===== config.mk =====
export PLATFORM = sky130hd
export DESIGN_NAME = bp_cfg_link_loader
export DESIGN_NICKNAME = d
export VERILOG_FILES = /design/src/rtl/bp_cfg_link_loader.sv
export SDC_FILE = /design/constraint.sdc
export NUM_CORES = 1
export LEC_CHECK = 0
export BUFFER_PORTS_ARGS = -buffer_cell sky130_fd_sc_hd__buf_2
export CORE_ASPECT_RATIO = 1.1
export CORE_UTILIZATION = 53
export DETAILED_ROUTE_END_ITERATION = 7
export PLACE_DENSITY_LB_ADDON = 0.15
export REMOVE_ABC_BUFFERS = 1
export SLEW_MARGIN = 20
export SYNTH_ARGS = -nofsm -noshare
export SYNTH_HDL_FRONTEND = slang
export SYNTH_SLANG_ARGS = --single-unit

===== constraint.sdc =====
create_clock -name clk_i -period 2.65 [get_ports clk_i]
set_input_delay 0.53 -clock clk_i [delete_from_list [all_inputs] [get_ports clk_i]]
set_output_delay 0.53 -clock clk_i [all_outputs]
set_load 0.03 [all_outputs]

===== src/rtl/bp_cfg_link_loader.sv =====
// Config-link boot initiator: issues the fixed reset/freeze/id/npc/mode/ucode/unfreeze
// write sequence onto the cfg link, one write in flight, advancing on each transfer.
//
// state    | meaning
// ---------+-------------------------------------------------------
// IDLE     | waiting for start after reset
// RST_ON   | write 'h0001 <- 1
// FRZ      | write 'h0002 <- 1
// RST_OFF  | write 'h0001 <- 0
// CID      | write 'h0005 <- latched core id
// NPC_LO   | write 'h0040 <- latched npc low word
// NPC_HI   | write 'h0041 <- latched npc high word
// MODE     | write 'h0081 <- cce_mode_p
// UCODE    | stream ucode words to 'h8000+cnt, valid follows source
// UNFRZ    | write 'h0002 <- 0
// DONE     | sequence complete, waiting for restart
module bp_cfg_link_loader #(
  parameter int cfg_addr_width_p = 16,
  parameter int cfg_data_width_p = 32,
  parameter int num_cce_ucode_p  = 256,
  parameter int cce_mode_p       = 1
) (
  input  logic                          clk_i,
  input  logic                          reset_n_i,
  input  logic                          start_i,
  input  logic [cfg_data_width_p-1:0]   core_id_i,
  input  logic [2*cfg_data_width_p-1:0] npc_i,
  input  logic                          ucode_v_i,
  input  logic [cfg_data_width_p-1:0]   ucode_data_i,
  output logic                          ucode_yumi_o,
  output logic                          cfg_v_o,
  output logic [cfg_addr_width_p-1:0]   cfg_addr_o,
  output logic [cfg_data_width_p-1:0]   cfg_data_o,
  input  logic                          cfg_ready_i,
  output logic                          busy_o,
  output logic                          done_o
);

  localparam int AW   = cfg_addr_width_p;
  localparam int DW   = cfg_data_width_p;
  localparam int CntW = (num_cce_ucode_p > 0) ? $clog2(num_cce_ucode_p + 1) : 1;

  typedef enum logic [3:0] {
    S_IDLE, S_RST_ON, S_FRZ, S_RST_OFF, S_CID, S_NPC_LO,
    S_NPC_HI, S_MODE, S_UCODE, S_UNFRZ, S_DONE
  } state_e;

  state_e            state_q, state_d;
  logic [CntW-1:0]   cnt_q;
  logic [DW-1:0]     core_id_q;
  logic [2*DW-1:0]   npc_q;
  logic              cfg_v_q, done_q;
  logic [AW-1:0]     addr_q, addr_d;
  logic [DW-1:0]     data_q, data_d;
  logic              in_ucode, xfer;

  assign in_ucode     = (state_q == S_UCODE);
  assign cfg_v_o      = in_ucode ? ucode_v_i : cfg_v_q;
  assign cfg_addr_o   = in_ucode ? (AW'('h8000) + AW'(cnt_q)) : addr_q;
  assign cfg_data_o   = in_ucode ? ucode_data_i : data_q;
  assign xfer         = cfg_v_o & cfg_ready_i;
  assign ucode_yumi_o = in_ucode & ucode_v_i & cfg_ready_i;
  assign busy_o       = (state_q != S_IDLE) && (state_q != S_DONE);
  assign done_o       = done_q;

  // Successor state and the write it presents, loaded on the advancing edge.
  always_comb begin
    state_d = state_q;
    addr_d  = '0;
    data_d  = '0;
    case (state_q)
      S_IDLE, S_DONE: begin state_d = S_RST_ON;  addr_d = AW'('h0001); data_d = DW'(1); end
      S_RST_ON:       begin state_d = S_FRZ;     addr_d = AW'('h0002); data_d = DW'(1); end
      S_FRZ:          begin state_d = S_RST_OFF; addr_d = AW'('h0001); data_d = DW'(0); end
      S_RST_OFF:      begin state_d = S_CID;     addr_d = AW'('h0005); data_d = core_id_q; end
      S_CID:          begin state_d = S_NPC_LO;  addr_d = AW'('h0040); data_d = npc_q[DW-1:0]; end
      S_NPC_LO:       begin state_d = S_NPC_HI;  addr_d = AW'('h0041); data_d = npc_q[2*DW-1:DW]; end
      S_NPC_HI:       begin state_d = S_MODE;    addr_d = AW'('h0081); data_d = DW'(cce_mode_p); end
      S_MODE: begin
        if (num_cce_ucode_p > 0) begin
          state_d = S_UCODE;
        end else begin
          state_d = S_UNFRZ;
          addr_d  = AW'('h0002);
        end
      end
      S_UCODE:        begin state_d = S_UNFRZ;   addr_d = AW'('h0002); data_d = DW'(0); end
      S_UNFRZ:        state_d = S_DONE;
      default:        state_d = S_IDLE;
    endcase
  end

  always_ff @(posedge clk_i or negedge reset_n_i) begin
    if (!reset_n_i) begin
      state_q   <= S_IDLE;
      cnt_q     <= '0;
      core_id_q <= '0;
      npc_q     <= '0;
      cfg_v_q   <= 1'b0;
      addr_q    <= '0;
      data_q    <= '0;
      done_q    <= 1'b0;
    end else begin
      case (state_q)
        S_IDLE, S_DONE: begin
          if (start_i) begin
            core_id_q <= core_id_i;
            npc_q     <= npc_i;
            done_q    <= 1'b0;
            state_q   <= state_d;
            cfg_v_q   <= 1'b1;
            addr_q    <= addr_d;
            data_q    <= data_d;
          end
        end
        S_UCODE: begin
          if (xfer) begin
            if (cnt_q == CntW'(num_cce_ucode_p - 1)) begin
              cnt_q   <= '0;
              state_q <= state_d;
              cfg_v_q <= 1'b1;
              addr_q  <= addr_d;
              data_q  <= data_d;
            end else begin
              cnt_q <= cnt_q + 1'b1;
            end
          end
        end
        default: begin
          if (xfer) begin
            state_q <= state_d;
            addr_q  <= addr_d;
            data_q  <= data_d;
            // UCODE drives valid from the source; DONE has nothing to send.
            cfg_v_q <= !(state_d == S_UCODE || state_d == S_DONE);
            done_q  <= (state_d == S_DONE);
          end
        end
      endcase
    end
  end

endmodule


After elaboration in Yosys (flattened, before gate mapping)
Index checks and enable logic that the tools add are counted.

word-level totals
  output and inout port bits = 52
  flip-flop bits (word level) = 159
  bits of input ports = 133
  logic and storage cells = 75

operators by class
  mux-type cells = 30
  equality and inequality tests = 17
  reductions and logical operators = 14
  add/subtract/negate cells = 2
  bitwise operators = 4

operators with widths
  cell                                                                     count
  32-bit two-way mux                                                       5
  32-bit case mux with 4 select lines                                      1
  16-bit two-way mux                                                       5
  32-bit case mux with 2 select lines                                      1
  8-bit case mux with 6 select lines                                       1
  4-bit case mux with 10 select lines                                      1
  16-bit case mux with 2 select lines                                      1
  4-bit equality test, second input constant                               5
  16-bit by 9-bit adder with 16-bit output, first input constant           1
  4-bit by 3-bit equality test with 1-bit output, second input constant    4
  4-bit two-way mux                                                        4
  9-bit by 1-bit adder with 9-bit output, second input constant            1
  9-bit by 8-bit equality test with 1-bit output, second input constant    1
  9-bit two-way mux                                                        1
  4-bit by 2-bit equality test with 1-bit output, second input constant    2
  4-bit case mux with 2 select lines                                       1
  1-bit two-way mux                                                        7
  4-bit by 1-bit equality test with 1-bit output, second input constant    1
  4-bit zero test                                                          1
  2-bit by 1-bit inequality test with 1-bit output, second input constant  2
  4-bit inequality test, second input constant                             1
  1-bit case mux with 2 select lines                                       2
  2-bit AND reduction                                                      2
  4-bit AND reduction                                                      1
  other kinds (12)                                                         15

Depth between registers and ports, before layout
Gate-level depths: netlist of the first run.

  depth in word-level cells = 8
  gate-level depth with buffers = 8
  mapped depth without buffers = 6

Worst setup path after synthesis of the first run
OpenSTA, ideal clock, no wires.

  kind = register to output
  start = reg state_q[1]
  end = out cfg_data_o[10]
  arrival time = 2176 ps
  stages on the path, launching flop included = 9
  buffers on the path = 4
  required time = 2120 ps
  path slack = -56 ps
  cells stage by stage = dfrtp_1 buf_2 or4b_1 buf_2 inv_1 clkbuf_1 clkbuf_1 nand2_1 o21ai_0

between the ends
  cells in the longest elaborated chain, start to end = 2

RTL lines
  element                 RTL line  source
  from (decl)             48        state_e state_q, state_d;
  from (signal assigned)  110       state_q <= state_d;
  from (signal assigned)  120       state_q <= state_d;
  from (signal assigned)  131       state_q <= state_d;
  4-bit equality test     57        assign in_ucode = (state_q == S_UCODE);
  32-bit two-way mux      60        assign cfg_data_o = in_ucode ? ucode_data_i : data_q;
  to (decl)               33        output logic [cfg_data_width_p-1:0] cfg_data_o,

No other way between the ends.

Final worst setup path of the first run
  start = reg state_q[1]
  end = out cfg_addr_o[3]

between the ends
  cells in the longest elaborated chain, start to end = 2

RTL lines
  element              RTL line  source
  4-bit equality test  57
  16-bit two-way mux   59        assign cfg_addr_o = in_ucode ? (AW'('h8000) + AW'(cnt_q)) : addr_q;
  to (decl)            32        output logic [cfg_addr_width_p-1:0] cfg_addr_o,

No other way between the ends.

==> results of run 1 <==
[area by class of cell]
class                      count  area, sq um
antenna                        1         2.50
clock buffer                  21          470
clock inverter                11          198
fill                         921         3820
inverter                      39          151
multi-input combinational    343         2750
sequential                   148         3700
tap                          157          196
timing repair buffer         202         1240
[routing by layer]
layer	wire length (microns)	track usage, %	vias up
met5	0	0	-
met4	320	10.3	0
met3	1040	7.49	24
met2	7870	41.4	180
met1	6770	32.2	2511
li1	-	-	2387
[critical path, cell delays in order, from the launching register on]
cell and delay [ns]:
dfrtp_1 0.38, or4b_4 0.58, inv_6 0.11, bufbuf_16 0.29, and2_1 0.14, buf_6 0.13
[state kept, by name, indices dropped and copies added, names as in the netlist]
signal and cells:
cfg_v_q 1, npc_q 64, addr_q 5, state_q 4
cnt_q 9, data_q 32, core_id_q 32, done_o 1
[where the power goes]
part | total, W | switching (W) | internal, W
logic | 0.00498 | 0.00268 | 0.00230
registers | 0.00387 | 0.000505 | 0.00337
clock network | 0.00267 | 0.000923 | 0.00175
[layout by cell type, fill, tap and decap left out, drive strengths merged, types with 2 or more instances in the layout]
cell type / count
a211o: 2
a211oi: 2
a21oi: 8
a222oi: 31
a22o: 3
a41oi: 2
and2: 4
and3: 5
buf: 200
bufinv: 5
clkbuf: 22
clkinv: 4
conb: 6
dfrtp: 148
inv: 40
mux2: 103
mux2i: 32
nand2: 62
nand3: 3
nand4: 2
nor2: 10
nor2b: 2
nor3: 5
o21ai: 37
o22ai: 2
o32a: 2
or3: 3
xnor2: 4
xor2: 3
[worst paths after layout]
check,end,cells after the start,slack (ns)
worst min register to register,addr_q[1],1,0.49
worst max register to register,data_q[31],7,0.15
worst min-delay path,npc_q[32],1,0.04
worst max-delay path,cfg_addr_o[3],5,0.06
min in group clk_i,npc_q[58],2,0.33
max in group asynchronous,npc_q[28],2,1.85
[metrics by stage]
step | power [W] | setup WS, ns | instance area [sq um] | hold slack [ns]
floorplan | 0.00726 | -1.67 | 6570 | 0.234
global placement | 0.00846 | 0.252 | 7900 | 0.473
detailed placement | 0.00866 | 0.153 | 7900 | 0.480
CTS | 0.0114 | 0.0518 | 8630 | 0.0451
global route | 0.0122 | -0.0109 | 8710 | 0.0657
finish | 0.0115 | 0.0627 | 8710 | 0.0395
[cell families after synthesis]
logic type	after synthesis
buffers and inverters	85
and+or+nand+nor	100
DFF	148
adders and majority gates	1
xor gates and xnor gates	7
other	1
muxes	135
AOI/OAI and AO/OA	94
[what timing repair did]
| item | CTS | global route |
|---|---|---|
| endpoints found under the setup margin | 42 | 28 |
| gates cloned | 1 | 1 |
| setup buffers | 1 | 2 |
| endpoints found under the hold margin | 0 | 0 |
| hold buffers | 0 | 0 |
| resized for setup | 8 | 13 |
| pin swaps | 1 | 2 |
==> flow_summary.ini, run 1 <==
[logic_synthesis]
ys_async_sr_fraction_pct = 100
synth_ff_type = dfrtp_1
syn_avg_cell_area_sq_um = 11.9
synth_top_family_by_area = multiplexers
yosysUniqueCellTypes = 45
synth_top_area_cell = dfrtp_1
synth_xor_area_share_pct = 0.902
synth_edf_count = 0
synth-simple-area-share_pct = 6.54
yosys-top-cells-area = dfrtp_1 (54%), mux2_2 (16%), mux2i_1 (4.7%)
netlist_area_sq_um = 6800
ys_seq_elements = 148
synth_top_area_share_pct = 54.5
yosys-top-cells-count = dfrtp_1 (148), mux2_2 (97), nand2_1 (62)
yosysMostFrequentCell = dfrtp_1
synthAdderAreaFrac_pct = 0.184
synth_cells = 571
synthMuxAreaShare_pct = 21.8
ys_warn_count = 0
synth_seq_area_share_pct = 54.5
synth-compound-area-share_pct = 10.2

[power_and_ir_drop]
vdd_ir_drop_max_uv = 727
p_leak_nw = 4.22
powerDensity_nw_per_um2 = 1320

[place]
port-buffer-count = 178
hpwl_microns = 10500
gp_congestion = 0.874
place_inst = 884

[hold_path]
hold_class = primary input to async pin

[clock_network]
clock_path_buffers = 2
path_clk_slew_ns = 0.06
htreeDepth = 4
cts_root_buffer = clkbuf_16
cts_tree = yes
cts_inserted_buffers = 17
clock_latency_ns = 0.42
clkSinkCount = 148

[critical_path]
crit_arrival_ns = 2.06
cp-start-kind = register
end_kind = output port
cp_max_fo = 21
crit_required_ns = 2.12
reg2reg_from = state_q[1]
startpoint = state_q[1]
critPathKind = register to output port

[floorplanning]
core_sq_um = 12500
dieArea_sq_um = 13300
dieWidth_microns = 110
rows = 43
die_h_microns = 121
initial_core_util_pct = 54.2
ios = 185

[grt]
grt_pass1_vias = 5222
grt_use_total_pct = 25.7
grt_max_degree = 75
grt_pass1_wl_microns = 25600
antenna_found_initial = 1
overflow = 0

[run]
max_cap_violations = 0

[routing]
num_vias = 5102
dr.first_iter.drc_count = 337
wire_per_inst_microns = 17.3
dr.pass1.iters = 5
viasPerCell = 5.53
drcViolationCount = 0
routed_wl_microns = 16000
ant_nets = 0

[timing]
drv_slew = 0
finalSetupTns_ns = 0
min_period_ns = 2.59
max_freq_mhz = 387
period_share_pct = 97.6
rsz0062_at_grt = true
finalHoldViolations = 0
fin_skew_ns = 0.0123
setup-violations-final = 0

[cells_and_area]
drive_gt1_share_pct = 44.4
fin_util_pct = 69.5
nNetsFinal = 885
fin_cells = 922
syn2layout_area_growth_pct = 28.2

[outcome]
outcome = finished clean
Power figures use the tool's default switching activity.
==> run 2: changes to the inputs <==
ABC_AREA = 1   (was default)
CORE_MARGIN = 10   (was default)
==> flow_summary.ini, run 2 <==
[cells_and_area]
top_register = npc_q
final_cell_area_sq_um = 8910
largest_registers = npc_q (64), core_id_q (32), data_q (32)
drive_gt1_share_pct = 20.7
nNetsFinal = 1269
fin_cells = 1333
syn2layout_area_growth_pct = 23.1
final_common_cell = nand2_1
final_cell_mix = nand2_1 (505), nand3_1 (179), buf_2 (176)
largest_reg_flops = 64

[critical_path]
cp-start-kind = register
rrSetupSlack_ns = 0.41
end_kind = output port
cp_max_fo = 31
crit_arrival_ns = 1.92
critPathKind = register to output port
crit_required_ns = 2.12

[grt]
overflow = 0
grt_pass1_vias = 6539
grt_max_degree = 98
antenna_found_initial = 0
grt_pass1_wl_microns = 32000
grt_use_total_pct = 20.8

[outcome]
outcome = finished clean

[timing]
fin_skew_ns = 0.00911
period_share_pct = 92.6
max_freq_mhz = 408
drv_slew = 0
setup_ws_ns = 0.196
min_period_ns = 2.45
rsz0062_at_grt = false
finalHoldViolations = 0
tightest_slew_ns = 0.987
relSlewSlack_pct = 34.2
setup-violations-final = 0

[place]
hpwl_microns = 13000
pre_cts_slack_ns = 0.459
place_inst = 1300
dpl_cell_area_sq_um = 8280
gp_congestion = 0.888
port-buffer-count = 178

[clock_network]
cts_root_buffer = clkbuf_16
clock_latency_ns = 0.42
clkSinkCount = 148
cts_tree = yes
clock_path_buffers = 2
cts_inserted_buffers = 17
htreeDepth = 4
path_clk_slew_ns = 0.06

[routing]
dr.pass1.iters = 5
routed_wl_microns = 19800
wire_per_inst_microns = 14.9
ant_nets = 0
viasPerCell = 5.13
dr.first_iter.drc_count = 441
num_vias = 6838
drcViolationCount = 0

[logic_synthesis]
ys_async_sr_fraction_pct = 100
synth_edf_count = 0
synth_ff_type = dfrtp_1
synth_cells = 983
yosysMostFrequentCell = nand2_1
ys_seq_elements = 148
yosys-top-cells-count = nand2_1 (506), nand3_1 (179), dfrtp_1 (148)
ys_warn_count = 0
syn_avg_cell_area_sq_um = 7.37
yosysUniqueCellTypes = 23
netlist_area_sq_um = 7240
synth_seq_area_share_pct = 51.1
yosys-top-cells-area = dfrtp_1 (51%), nand2_1 (26%), nand3_1 (12%)
synth_top_area_share_pct = 51.1
synth_top_area_cell = dfrtp_1

[power_and_ir_drop]
p_leak_nw = 5.11
vdd_ir_drop_max_uv = 795
power.total_w = 0.0110
powerDensity_nw_per_um2 = 1240

[floorplanning]
dieArea_sq_um = 18700
rows = 44
ios = 185
die_h_microns = 143
dieWidth_microns = 131
core_sq_um = 13300
initial_core_util_pct = 54.3

[run]
max_cap_violations = 0

[hold_path]
hold_class = primary input to async pin
run 2: cell count changes in the layout (fill, tap and decap cells not counted), sizes merged, moves of 5 or more:
cell	previous run	this run
and3	5	0
a222oi	31	0
mux2i	32	0
inv	40	21
nand3	3	179
mux2	103	0
nor2	10	30
o21ai	37	11
nand2	62	510
run 2: metal layers:
metal	track usage [%]	vias to the layer above	part of all wire, %
met2	34.3	205	49
met1	26.3	3208	44
li1	-	3402	-
met3	4.63	23	5.4
met5	0	-	0
met4	8.20	0	1.9
run 2: critical path, cell delays in order, from the launching register on:
cell and delay [ns]:
dfrtp_1 0.45, inv_2 0.10, nand2_1 0.14, nor2_4 0.24, buf_12 0.24, nand2_1 0.08, nand2_1 0.06, buf_2 0.19
run 2: logic make-up (layout without fill, tap and decap cells):
family,count (synthesis),after routing,share of synthesized area [%]
and+or+nand+nor,722,722,41.0
DFF,148,148,51.1
buffers and inverters,90,250,5.88
AOI/OAI and AO/OA,17,17,1.23
xor gates and xnor gates,4,4,0.484
adders and majority gates,1,1,0.173
other,1,7,0.0518
run 2: layout make-up:
type | count | area [sq um]
Inverter | 22 | 83.8
Timing Repair Buffer | 196 | 1100
Tap cell | 184 | 230
Clock inverter | 10 | 154
Clock buffer | 22 | 464
Antenna cell | 1 | 2.50
Fill cell | 1262 | 4410
Sequential cell | 148 | 3700
Multi-Input combinational cell | 750 | 3170
run 2: worst paths after layout:
check / cells past startpoint / from / to
max: 7 / state_q[1] / cfg_data_o[4]
min: 1 / reset_n_i / npc_q[56]
max reg2reg: 8 / state_q[1] / core_id_q[20]
min reg2reg: 2 / addr_q[0] / addr_q[0]
max in group asynchronous: 2 / reset_n_i / data_q[22]
min in group clk_i: 3 / core_id_i[19] / core_id_q[19]
run 2: through the flow:
step,util (%),hold slack (ns),TNS [ns]
2_1_floorplan,-,0.234,-84.55
3_3_place_gp,62.2,0.454,0
3_5_place_dp,62.2,0.459,0
4_1_cts,66.8,0.0994,0
5_1_grt,66.9,0.123,0
6_report,66.9,0.0826,0
run 2: timing repair:
item / CTS / global route
buffers inserted: 0 / 0
gates resized for setup: 0 / 2
hold buffers: 0 / 0
endpoints found under the setup margin: 0 / 2
run 2: report_power, final:
group	internal [W]	leakage [nW]	switching, W
registers	0.00331	1.86	0.000576
logic	0.00139	2.94	0.00325
clock network	0.00162	0.308	0.000891
==> run 3: changes to the inputs <==
CORE_MARGIN = default   (was 10)
CORE_UTILIZATION = 58   (was 53)
PLACE_DENSITY = 0.95   (was default)
PLACE_DENSITY_LB_ADDON = default   (was 0.15)
clock period = 2.9 ns   (was 2.65 ns; I/O delays follow)
==> flow_summary.ini, run 3 (same netlist as run 2, synthesis figures left out) <==
[routing]
ant_nets = 0
routed_wl_microns = 18800
wl_met2_microns = 9520
wl_met1_microns = 7270
top_layer = met4
num_vias = 7053
viasPerCell = 5.42
drcViolationCount = 0
dr.pass1.iters = 5
wire_per_inst_microns = 14.4
dr_wl_met3_microns = 1450
dr.first_iter.drc_count = 604

[clock_network]
postCtsSetupBuffers = 0
cts_root_buffer = clkbuf_16
htreeDepth = 4
cts_tree = yes
clkSinkCount = 148
cts_inserted_buffers = 17
clock_latency_ns = 0.43
cts.repair.resized = 0
hold_buffers = 0
path_clk_slew_ns = 0.06
clock_path_buffers = 2

[power_and_ir_drop]
p_leak_nw = 5.13
power.total_w = 0.0105
powerDensity_nw_per_um2 = 1170
vdd_ir_drop_max_uv = 764

[critical_path]
cp_max_fo = 23
max_stage_delay_ns = 0.42
crit_required_ns = 2.32
startpoint = state_q[3]
worstRegToRegCells = 10
crit_chain = inv_1 -> nor2_1 -> nand2_2 -> buf_4 -> nand2_1 -> nand2_1 -> buf_2
crit_arrival_ns = 2.09
end_kind = output port
critPathSlowestCell = dfrtp_1
reg2reg_from = state_q[3]
cp-start-kind = register
crit_end = cfg_data_o[24]
r2r-end = data_q[1]
cp_common_cell = nand2_1
critPathKind = register to output port
rrSetupSlack_ns = 0.57

[place]
place_inst = 1268
gp_congestion = 0.898
port-buffer-count = 178
dpl_cell_area_sq_um = 8190
hpwl_microns = 11700

[timing]
setup-violations-final = 0
min_period_ns = 2.67
relSlewSlack_pct = 36.6
period_share_pct = 92.2
timing.hold.ws_ns = 0.125
tightest_slew_ns = 0.951
fin_skew_ns = 0.0120
rsz0062_at_grt = false
drv_slew = 0
finalSetupTns_ns = 0
finalHoldViolations = 0
max_freq_mhz = 374

[floorplanning]
dieWidth_microns = 109
die_h_microns = 119
core_sq_um = 12100
initial_core_util_pct = 59.9
ios = 185
dieArea_sq_um = 12900
rows = 42

[grt]
grt_use_total_pct = 31.1
overflow = 0
antenna_found_initial = 0
grt_pass1_wl_microns = 31000
grt_pass1_vias = 6733
grt_max_degree = 98

[cells_and_area]
nNetsFinal = 1269
diodes = 0
syn2layout_area_growth_pct = 23.0
final_cell_area_sq_um = 8900
final_common_cell = nand2_1
fin_cells = 1302
final_cell_mix = nand2_1 (505), nand3_1 (179), buf_2 (176)
top_register = npc_q
largest_reg_flops = 64
nFillCells = 915
largest_registers = npc_q (64), core_id_q (32), data_q (32)
drive_gt1_share_pct = 20.9

[hold_path]
hold_class = primary input to async pin

[run]
max_cap_violations = 0

[outcome]
outcome = finished clean
run 3: how the worst min path moves through the flow:
| stage | startpoint | endpoint | slack [ns] | cells past startpoint |
|---|---|---|---|---|
| after floorplan | reset_n_i | addr_q[0] | 0.28 | 0 |
| after global placement | core_id_q[31] | core_id_q[31] | 0.45 | 2 |
| after detailed placement | data_q[17] | data_q[17] | 0.46 | 2 |
| after CTS | reset_n_i | npc_q[41] | 0.14 | 1 |
| after global routing | reset_n_i | npc_q[41] | 0.16 | 1 |
| final | reset_n_i | npc_q[41] | 0.13 | 1 |
run 3: final cells by class:
cell class | instances | area [sq um] | share of cell area, %
clock buffers | 18 | 429 | 4.82
clock inverters | 14 | 270 | 3.04
inverters | 22 | 82.6 | 0.927
multi-input cells | 750 | 3170 | 35.6
flip-flops and latches | 148 | 3700 | 41.6
well taps | 154 | 193 | 2.16
repair buffers | 196 | 1060 | 11.9
run 3: report_power, final:
group | internal, W | switching [W] | leakage (nW) | total, W
Sequential | 0.00303 | 0.000573 | 1.86 | 0.00360
Clock | 0.00172 | 0.000909 | 0.337 | 0.00262
Combinational | 0.00124 | 0.00300 | 2.93 | 0.00423
Total | 0.00598 | 0.00448 | 5.13 | 0.0105
run 3: critical path: cells and delay by family, from the launching register on:
kind / cells / cell delay (ns)
DFF: 1 / 0.42
and+or+nand+nor: 4 / 0.62
buffers and inverters: 3 / 0.63
run 3: metal layers:
metal  vias up  global-route usage, %
met5         -                      0
li1       3388                      -
met1      3266                   38.6
met4         0                   13.6
met2       339                   51.6
met3        60                   6.90
run 3: per-stage QoR:
step | util [%] | setup slack, ns
5_1_grt | 73.7 | 0.108
3_3_place_gp | 67.8 | 0.697
3_5_place_dp | 67.8 | 0.629
4_1_cts | 73.5 | 0.164
2_1_floorplan | - | -0.919
6_report | 73.7 | 0.226
